==> src/rtl/sseg_pkg.sv <==
// Shared constants for the seven-segment scan driver: active-low segment
// patterns ({g,f,e,d,c,b,a}) and the digit count.
package sseg_pkg;

  localparam int NUM_DIGITS = 4;

  localparam logic [6:0] SEG_0     = 7'b1000000;
  localparam logic [6:0] SEG_1     = 7'b1111001;
  localparam logic [6:0] SEG_2     = 7'b0100100;
  localparam logic [6:0] SEG_3     = 7'b0110000;
  localparam logic [6:0] SEG_4     = 7'b0011001;
  localparam logic [6:0] SEG_5     = 7'b0010010;
  localparam logic [6:0] SEG_6     = 7'b0000010;
  localparam logic [6:0] SEG_7     = 7'b1111000;
  localparam logic [6:0] SEG_8     = 7'b0000000;
  localparam logic [6:0] SEG_9     = 7'b0010000;
  localparam logic [6:0] SEG_BLANK = 7'b1111111;

  localparam logic [NUM_DIGITS-1:0] AN_OFF = '1;

endpackage

==> src/rtl/bcd_to_sseg.sv <==
// Combinational BCD to active-low seven-segment decoder.
// Codes 10..15 are not valid BCD and decode to all segments off.
module bcd_to_sseg
  import sseg_pkg::*;
(
  input  logic [3:0] code,
  output logic [6:0] seg
);

  // Map each BCD code to its segment pattern
  always_comb begin
    seg = SEG_BLANK;
    unique case (code)
      4'd0:    seg = SEG_0;
      4'd1:    seg = SEG_1;
      4'd2:    seg = SEG_2;
      4'd3:    seg = SEG_3;
      4'd4:    seg = SEG_4;
      4'd5:    seg = SEG_5;
      4'd6:    seg = SEG_6;
      4'd7:    seg = SEG_7;
      4'd8:    seg = SEG_8;
      4'd9:    seg = SEG_9;
      default: seg = SEG_BLANK;
    endcase
  end

endmodule

==> src/rtl/sseg_scan_driver.sv <==
// Four-digit multiplexed seven-segment scan driver.
// Each digit is lit for REFRESH_DIV clk cycles (REFRESH_DIV >= 2). The
// displayed value is a snapshot taken once per frame, at the end of the
// digit3 slot, so a frame never mixes old and new input values.
// Optional: define SSEG_LZ_BLANK_EN to blank leading zeros (digit0 and any
// digit with its decimal point requested are never blanked).
module sseg_scan_driver
  import sseg_pkg::*;
#(
  parameter int REFRESH_DIV = 100000
) (
  input  logic        clk,
  input  logic        reset_n,
  input  logic [15:0] digits,
  input  logic [3:0]  dp_in,
  output logic [3:0]  an,
  output logic [6:0]  sseg,
  output logic        dp,
  output logic        frame_tick
);

  localparam int CNT_W = (REFRESH_DIV > 2) ? $clog2(REFRESH_DIV) : 1;
  localparam logic [CNT_W-1:0] CNT_LAST = CNT_W'(REFRESH_DIV - 1);

  logic [CNT_W-1:0]      cnt;
  logic [1:0]            idx;
  logic [15:0]           digit_snap;
  logic [NUM_DIGITS-1:0] dp_snap;
  logic                  terminal;
  logic                  frame_load;
  logic [3:0]            cur_code;
  logic                  cur_dp;
  logic [6:0]            seg_pat;
  logic                  blank;

  assign terminal   = (cnt == CNT_LAST);
  assign frame_load = terminal && (idx == 2'd3);
  assign cur_code   = digit_snap[idx*4 +: 4];
  assign cur_dp     = dp_snap[idx];

  // Refresh counter: counts 0..REFRESH_DIV-1 and wraps
  always_ff @(posedge clk or negedge reset_n) begin
    if (!reset_n)      cnt <= '0;
    else if (terminal) cnt <= '0;
    else               cnt <= cnt + 1'b1;
  end

  // Scan index advances once per digit slot
  always_ff @(posedge clk or negedge reset_n) begin
    if (!reset_n)      idx <= 2'd0;
    else if (terminal) idx <= idx + 2'd1;
  end

  // Frame snapshot of digits/dp, plus a one-cycle tick marking the load
  always_ff @(posedge clk or negedge reset_n) begin
    if (!reset_n) begin
      digit_snap <= '0;
      dp_snap    <= '0;
      frame_tick <= 1'b0;
    end else begin
      frame_tick <= frame_load;
      if (frame_load) begin
        digit_snap <= digits;
        dp_snap    <= dp_in;
      end
    end
  end

`ifdef SSEG_LZ_BLANK_EN
  logic [NUM_DIGITS-1:0] lz;

  // A digit is a leading zero if it and every digit above it are zero
  always_comb begin
    lz    = '0;
    lz[3] = (digit_snap[15:12] == 4'd0);
    lz[2] = lz[3] && (digit_snap[11:8] == 4'd0);
    lz[1] = lz[2] && (digit_snap[7:4] == 4'd0);
    blank = lz[idx] && !cur_dp;
  end
`else
  assign blank = 1'b0;
`endif

  bcd_to_sseg u_dec (
    .code (cur_code),
    .seg  (seg_pat)
  );

  // Registered display outputs for the active slot
  always_ff @(posedge clk or negedge reset_n) begin
    if (!reset_n) begin
      an   <= AN_OFF;
      sseg <= SEG_BLANK;
      dp   <= 1'b1;
    end else if (blank) begin
      an   <= AN_OFF;
      sseg <= SEG_BLANK;
      dp   <= 1'b1;
    end else begin
      an   <= ~(4'b0001 << idx);
      sseg <= seg_pat;
      dp   <= ~cur_dp;
    end
  end

endmodule

==> config.mk <==
export PLATFORM = sky130hd
export DESIGN_NAME = sseg_scan_driver
export DESIGN_NICKNAME = d
export VERILOG_FILES = /design/src/rtl/sseg_pkg.sv /design/src/rtl/bcd_to_sseg.sv /design/src/rtl/sseg_scan_driver.sv
export SDC_FILE = /design/constraint.sdc
export NUM_CORES = 1
export LEC_CHECK = 0
export ABC_AREA = 1
export ABC_CLOCK_PERIOD_IN_PS = 4100
export CAP_MARGIN = 20
export CORE_UTILIZATION = 55
export CTS_BUF_LIST = sky130_fd_sc_hd__clkbuf_16
export CTS_CLUSTER_SIZE = 12
export DETAILED_ROUTE_END_ITERATION = 12
export PLACE_DENSITY = 0.79
export SYNTH_ARGS = -nofsm -noshare
export SYNTH_HDL_FRONTEND = slang
export SYNTH_SLANG_ARGS = --single-unit
==> constraint.sdc <==
create_clock -name clk -period 4.1 [get_ports clk]
set_input_delay 0.82 -clock clk [delete_from_list [all_inputs] [get_ports clk]]
set_output_delay 0.82 -clock clk [all_outputs]
set_load 0.01 [all_outputs]
* After elaboration in Yosys (flattened, before gate mapping) *
Memory sizes are Yosys's and may differ from the RTL's. A register that Yosys moved wholly into a read port is not among the register bits.
Cells that the tools add are included.

cells by class
  add/subtract/negate cells = 2
  $lt $le $gt $ge = 1
  equality and inequality tests = 2
  shift operators = 2
  multiplexer cells = 3
  bitwise logic cells = 2
  reduce and logical (&&, ||, !) cells = 2

operators by type and width
  kind                   number
  $add 17x1->17 const B  1
  $eq 17x17->1 const B   1
  $mux 17                1
  $shiftx 16x5->4        1
  $not 4->4              1
  $shl 1x2->4 const A    1
  $lt 2x3->1 const B     1
  $add 2x1->2 const B    1
  $bmux 1 s2             1
  $eq 2x2->1 const B     1
  $logic_and 1x1->1      1
  $logic_not 1->1        1
  $mux 1                 1
  $not 1->1              1

storage, ports and cells
  register bits after elaboration = 45
  memory bits (read-only) = 112
  input bits = 22
  output and inout port bits = 13
  word-level logic and storage cells = 22
  memories = 1

memories
  memory            words  bits a word  read ports  clocked after memory_dff  write ports  line               source
  (name not given)  16     7            1           1                         0            bcd_to_sseg.sv:13  unique case (code)

* Depth between registers and ports, before layout *
Gate-level depths: netlist of run 1.

  word-level depth = 3
  mapped depth = 11
  gate-level depth less buffers = 10

* Modules after synthesis *
Synthesis of run 1 repeated with hierarchy kept, for this count alone.

unflattened totals
  cell total of the unflattened synthesis = 323
  area, all modules = 2700.1 um^2

modules (own cells, without submodules)
  module            times used  cells each  area each (um^2)  sequential area each (um^2)
  sseg_scan_driver  1           288         2512.4            1316.3
  bcd_to_sseg       1           35          187.7             0.0

* Least setup slack after synthesis of run 1 *
No wires, ideal clock.

  path type = register to register
  from = register idx[0]
  to = register sseg[6]
  setup time = 0.077 ns
  arrival = 1.399 ns
  required time = 4.023 ns
  path slack = 2.625 ns
  stages on the path, launching flop included = 10
  path buffers = 1
  period minus slack after synthesis = 1.475 ns
  path through = dfrtp_1 > buf_2 > nand2_1 > nand3_1 > nand2_1 > inv_1 > ha_1 > nand3b_1 > nand3_1 > nand2_1

between the ends
  cells in the longest elaborated chain, start to end = 1

ends and longest elaborated chain
  element                   line                    source
  start: declaration        sseg_scan_driver.sv:26  logic [1:0] idx;
  start signal: assignment  sseg_scan_driver.sv:51  else if (terminal) idx <= idx + 2'd1;
  $shiftx 16x5->4           sseg_scan_driver.sv:38  assign cur_code = digit_snap[idx*4 +: 4];
  end: declaration          sseg_scan_driver.sv:17  output logic [6:0] sseg,

Every way passes these cells.
A chain may end at the register's enable or synchronous reset.

* Worst setup path after layout of run 1 *
  from = register idx[0]
  to = register digit_snap[14]

between the ends
  cells in the longest elaborated chain, start to end = 2

ends and longest elaborated chain
  element                 line                    source
  $eq 2x2->1              sseg_scan_driver.sv:37  assign frame_load = terminal && (idx == 2'd3);
  $logic_and 1x1->1       sseg_scan_driver.sv:37
  end signal: assignment  sseg_scan_driver.sv:63  digit_snap <= digits;
  end: declaration        sseg_scan_driver.sv:27  logic [15:0] digit_snap;

Every way passes these cells.

==> results.md, run 1 <==
* Post-synthesis adder-cell area fraction at 4.61%
* Cell leakage power at 1.50 nW
* Post-CTS Resized at 0
* YS warnings at 0
* Power Total at 940 uW
* Wirelength per Cell at 12.3 um
* Psw at 188 uW
* Sequential share of power at 54.6%
* Outcome: complete, no violations
* Most common cell on crit path: nand2_1
* Fin. max-slew vios at 0
* Largest fanout on the critical path at 22
* Die span in x at 72.2 um
* H-tree depth at 2
* GR Overflow Total at 0
* Antenna Nets Post-Route at 0
* Core area at 4720 um2
* Number of global-route vias before repair at 2078
* Max Clk Rate at 419 MHz
* Switching part of the total at 20.0%
* DP Wirelength at 3.69 mm
* Layout cells sized above 1 at 10.8%
* Worst path max stage delay at 0.75 ns
* Slew HR at 48.2%
* CP Class: reg2reg
* Clk slew on worst S/H paths at 0.06 ns
* Simple-gate share of the synthesized area at 32.6%
* Starting Density at 57.4%
* CTS tree: done
* Die height at 72.2 um
* Num CTS Buffers at 5
* Min Hold Slack at 0.466 ns
* Final Hold Vio Count at 0
* Diodes inserted at 0
* Remaining DRCs at 0
* I/O pins at 35
* Syn Inst Count at 328
* Final cell count without fillers at 428
* # placed instances at 420
* Synth Cell Area at 2710 um2
* Largest net degree at the start of global routing at 34
* Leading cell type in the layout, fill and taps excluded: nand2_1
* RSZ-0062 raised after global routing: false
* Crit-path cells: ha_1 -> nand4_2 -> nand2_1 -> nand2_1
* Clock Latency Late Sink at 0.29 ns
* Post-route minimum period at 2.38 ns
* Largest family of logic cells by synthesized area: simple AND/OR/NAND/NOR gates
* Critical path startpoint category: register
* Fin Clk Skew at 0.00358 ns
* Peak VDD IR at 0.000250 V
* Synthesized flop and latch total at 52
* Mapped Nets at 360
* # hold bufs at CTS at 0
* DR iter-0 viols at 132
* Layout Nets at 392
* Postcts setup bufs at 0
* Worst Setup End Kind: register
* First drt pass iteration count at 5
* Worst slew pin tran at 0.777 ns
* Synth cell types at 28
* Worst min-delay path category: in2async
* CTS Root Cell: clkbuf_16
* Comb pwr share at 3.2%
* Power Density at 294 nW/um2
* Commonest non-fill, non-tap cells in the layout: 111 x nand2_1, 40 x dfrtp_1, 36 x inv_1, 33 x clkdlybuf4s50_1, 30 x nor2_1
* Setup TNS at 0 ns
* Clk buf depth at 2
* Synth area leaders: dfrtp_1 37%, nand2_1 15%, dfstp_2 12%
* Register area share after synthesis at 48.5%
* Dominant cell type by area after synthesis: dfrtp_1
* Int Power at 752 uW
* Final count of negative-setup-slack endpoints at 0
* Critical path required time at 4.27 ns
* I/O Buffers at 34
* GP Congestion at 0.915
* DR vias/cell at 5.11
* Complex-gate fraction of the synthesized area at 2.31%
* Slowest CP cell: ha_1
* MaxCap Viol Count at 0
* Placement row count at 25
* Initial antenna violation count at 0
* Synth Area in XOR/XNOR at 2.58%
* Worst EP arrival at 2.55 ns
* Total Wirelength at 5.27 mm
* CTS Sinks at 52
* Area growth from synthesis to layout at 17.8%
* Final period utilization at 58.2%
* Multiplexer share of the synthesized area at 0.831%
* First-pass GRT wire length at 9.20 mm
* Average cell area after synthesis at 8.27 um2
* Total global-route track usage at 22.9%
* DIE AREA at 5210 um2
* Share of the synthesized area in the top cell type at 36.9%
* Routed vias at 2185
* Clock power share at 42.2%
## final cells by class
cell class	count	area, um2
tap	67	83.8
sequential	52	1320
fill	357	1530
clock buffer	5	125
inverter	40	150
timing repair buffer	35	343
clock inverter	3	12.5
multi-input combinational	226	1160
## routing by layer
metal  track usage [%]  share of wire (%)  routed length [um]
met5                 0                  0                   0
met4              10.7                2.4                 126
met3              5.28                4.9                 259
met2              37.4                 48                2550
met1              28.9                 44                2340
## cell usage after synthesis
master,instances
nand3_1,16
nor2_2,2
o21ai_1,3
a32o_1,1
a21oi_1,1
buf_6,5
inv_1,34
nand4_2,1
mux2i_4,1
clkinv_1,1
nor2_4,3
nand3b_1,1
nand2_2,4
nand2_4,1
dfstp_2,12
nand4_1,21
nor3_1,4
ha_1,10
inv_2,5
dfrtp_1,40
o21ai_0,5
nor2_1,30
buf_2,5
a21boi_0,1
xor2_1,7
nand3_2,2
nand2_1,111
xnor2_1,1
## registers in the layout, indices dropped and copies added, names as in the netlist
register	flops
an	4
cnt	17
digit_snap	16
dp	1
dp_snap	4
frame_tick	1
idx	2
sseg	7
## metrics by stage
stage	cell area, um2	utilization (%)	worst slack (ns)
finish	3190	67.6	1.72
global placement	3060	64.7	1.90
CTS	3190	67.6	1.70
floorplan	2710	-	2.62
detailed placement	3060	64.7	1.77
global route	3190	67.6	1.47
## worst max-delay path, delay by kind of cell (launching register included)
family                     cells  cell delay, ns
and+or+nand+nor                3            0.91
DFF                            1            0.61
adders and majority gates      1            0.75
## power by group through the flow
stage / registers (mW) / clock network (mW) / logic, mW
global placement: 0.523 / 0 / 0.0301
detailed placement: 0.523 / 0 / 0.0306
CTS: 0.514 / 0.400 / 0.0306
global route: 0.513 / 0.418 / 0.0330
finish: 0.514 / 0.396 / 0.0300
## worst paths after layout
check | slack [ns] | start | endpoint | cells past startpoint
min | 0.47 | reset_n | cnt[3] | 1
min reg2reg | 0.47 | digit_snap[0] | digit_snap[0] | 2
max reg2reg | 1.72 | idx[0] | digit_snap[14] | 4
min in group clk | 0.47 | digit_snap[0] | digit_snap[0] | 2
max | 1.72 | idx[0] | digit_snap[14] | 4
max in group asynchronous | 2.84 | reset_n | an[3] | 2
## cells by family (layout without fill, tap and decap cells)
| family | after synthesis | after routing |
|---|---|---|
| buf+inv | 50 | 83 |
| fa+ha+maj | 10 | 10 |
| mux | 1 | 1 |
| simple gates | 196 | 196 |
| flops | 52 | 52 |
| xor+xnor | 8 | 8 |
| compound gates | 11 | 11 |
No activity file was read; power rests on OpenSTA's default activity.
==> run 2, diff against run 1 <==
--- a/config.mk
+++ b/config.mk
@@ -6,7 +6,7 @@
 export NUM_CORES = 1
 export LEC_CHECK = 0
 export ABC_AREA = 1
-export ABC_CLOCK_PERIOD_IN_PS = 4100
+export ABC_CLOCK_PERIOD_IN_PS = 2350
 export CAP_MARGIN = 20
 export CORE_UTILIZATION = 55
 export CTS_BUF_LIST = sky130_fd_sc_hd__clkbuf_16
==> constraint.sdc (replaced) <==
create_clock -name clk -period 2.35 [get_ports clk]
set_input_delay 0.47 -clock clk [delete_from_list [all_inputs] [get_ports clk]]
set_output_delay 0.47 -clock clk [all_outputs]
set_load 0.01 [all_outputs]
==> run 2 against run 1 <==
Total power is 74% higher. Critical path depth is 5 higher. Sequential share of layout area down 0.43 points. Critical endpoint is now sseg[6]. Clock-buffer cell count stayed put. Highest routed layer unchanged. Critical path type unchanged.
==> results.md, run 2 (synthesized netlist as in run 1, its figures left out) <==
* Outcome: complete, no violations
* Worst EP arrival at 2.05 ns (-0.50 ns)
* Power Density at 507 nW/um2 (+72%)
* Diodes inserted at 0 (unchanged)
* First-pass GRT wire length at 9.50 mm (+3.2%)
* Min Hold Slack at 0.151 ns (-0.315 ns)
* Peak VDD IR at 0.000325 V (+30%)
* Remaining DRCs at 0 (unchanged)
* Worst min-delay path category: in2async
* Worst path max stage delay at 0.61 ns (-0.14 ns)
* Postcts setup bufs at 0 (unchanged)
* Clk slew on worst S/H paths at 0.07 ns (about the same)
* Filler cells at 396 (+11%)
* Psw at 326 uW (+73%)
* Int Power at 1.31 mW (+75%)
* CTS tree: done
* Area growth from synthesis to layout at 19.1%
* Fin Clk Skew at 0.0111 ns (+0.00752 ns)
* Post-route minimum period at 1.83 ns (-0.552 ns)
* I/O Buffers at 34 (unchanged)
* DR vias/cell at 5.08 (-0.51%)
* Final count of negative-setup-slack endpoints at 0 (unchanged)
* Clock power share at 42.0% (-0.2 points)
* Worst slew pin tran at 0.532 ns (-0.245 ns)
* Critical path startpoint category: register
* Die height at 72.2 um (unchanged)
* DIE AREA at 5210 um2 (unchanged)
* Setup TNS at 0 ns (unchanged)
* Clock Latency Late Sink at 0.29 ns (about the same)
* Final period utilization at 78.0% (+20 points)
* Most common cell on crit path: nand2_1
* Die span in x at 72.2 um (unchanged)
* GP Congestion at 0.854 (-6.7%)
* Crit-path cells: inv_2 -> nand2_1 -> nand3_1 -> nand2_1 -> inv_1 -> ha_1 -> nand3b_1 -> nand3_1 -> nand2_1
* Max Clk Rate at 546 MHz (+30%)
* Num CTS Buffers at 5 (unchanged)
* Post-route worst setup slack at 0.518 ns (-1.20 ns)
* Routed vias at 2189 (+0.18%)
* Critical path required time at 2.57 ns (-1.70 ns)
* Placement row count at 25 (unchanged)
* GR Overflow Total at 0 (unchanged)
* Leading cell type in the layout, fill and taps excluded: nand2_1
* Post-CTS Resized at 0 (unchanged)
* Largest fanout on the critical path at 14 (-36%)
* RSZ-0062 raised after global routing: false
* Sequential share of power at 54.7% (about the same)
* DR iter-0 viols at 163 (+23%)
* Number of flip-flops in the largest register at 17 (unchanged)
* Switching part of the total at 19.9% (-0.13 points)
* Largest net degree at the start of global routing at 32 (-5.9%)
* Worst Setup End Kind: register
* Final Hold Vio Count at 0 (unchanged)
* I/O pins at 35 (unchanged)
* H-tree depth at 2 (unchanged)
* CTS Root Cell: clkbuf_16
* MaxCap Viol Count at 0 (unchanged)
* Core area at 4720 um2 (unchanged)
* First drt pass iteration count at 4 (-1)
* Total Wirelength at 5.39 mm (+2.2%)
* Top Registers: cnt x17, digit_snap x16, sseg x7
* Cell leakage power at 1.52 nW (+1.5%)
* CTS Sinks at 52 (unchanged)
* Number of global-route vias before repair at 1981 (-4.7%)
* Slew HR at 64.4% (+16 points)
* Comb pwr share at 3.3% (about the same)
* CP Class: reg2reg
* DP Wirelength at 3.89 mm (+5.6%)
* # hold bufs at CTS at 0 (unchanged)
* Layout cells sized above 1 at 11.3% (+0.46 points)
* Starting Density at 57.4% (unchanged)
* Wirelength per Cell at 12.5 um (+1.5%)
* Layout Nets at 395 (+0.77%)
* Fin. max-slew vios at 0 (unchanged)
* Antenna Nets Post-Route at 0 (unchanged)
* Commonest non-fill, non-tap cells in the layout: 111 x nand2_1, 40 x dfrtp_1, 37 x inv_1, 33 x clkdlybuf4s50_1, 30 x nor2_1
* Biggest register: cnt
* Initial antenna violation count at 0 (unchanged)
* Total global-route track usage at 23.7% (+0.87 points)
* Power Total at 1.64 mW (+74%)
* Pre-CTS WS at 0.553 ns (-1.21 ns)
* Slowest CP cell: dfrtp_1
* Clk buf depth at 2 (unchanged)
run 2: cell count changes in the layout (fill, tap and decap cells not counted), sizes merged:
| cell | before | now |
|---|---|---|
| clkinv | 2 | 1 |
| inv | 41 | 42 |
| buf | 2 | 5 |
run 2: layout make-up:
class / count / area, um2 / share of cell area, %
Tap cell: 67 / 83.8 / 2.60
Clock inverter: 3 / 11.3 / 0.349
Inverter: 40 / 150 / 4.65
Sequential cell: 52 / 1320 / 40.8
Clock buffer: 5 / 125 / 3.88
Timing Repair Buffer: 38 / 378 / 11.7
Multi-Input combinational cell: 226 / 1160 / 36.0
run 2: metrics by stage:
stage | utilization [%] | instance area (um2) | cells
3_5_place_dp | 65.5 | 3090 | 423
4_1_cts | 68.3 | 3230 | 431
3_3_place_gp | 65.5 | 3090 | 423
2_1_floorplan | - | 2710 | 328
5_1_grt | 68.3 | 3230 | 431
6_report | 68.3 | 3230 | 431
run 2: path summary, 6_finish.rpt:
check / slack (ns) / from / cells after the start / end
worst max-delay path: 0.52 / idx[0] / 9 / sseg[6]
worst min-delay path: 0.15 / reset_n / 1 / dp_snap[3]
worst max register to register: 0.52 / idx[0] / 9 / sseg[6]
worst min register to register: 0.46 / cnt[0] / 1 / cnt[0]
max in group asynchronous: 1.60 / reset_n / 2 / an[3]
min in group clk: 0.46 / cnt[0] / 1 / cnt[0]
run 2: critical path, delay by kind of cell (launching register included):
kind	cells	cell delay, ns
adders and majority gates	1	0.20
buffers and inverters	2	0.31
DFF	1	0.61
and+or+nand+nor	6	0.64
run 2: routing by layer:
metal / GRT usage (%) / routed length [um]
met4: 7.19 / 95
met1: 33.1 / 2510
met2: 37.7 / 2560
met3: 4.58 / 218
met5: 0 / 0
run 2: power by group through the flow:
stage,logic (mW),registers [mW],clock network (mW)
global placement,0.0552,0.912,0
detailed placement,0.0557,0.912,0
CTS,0.0559,0.896,0.693
global route,0.0605,0.895,0.738
finish,0.0543,0.896,0.687
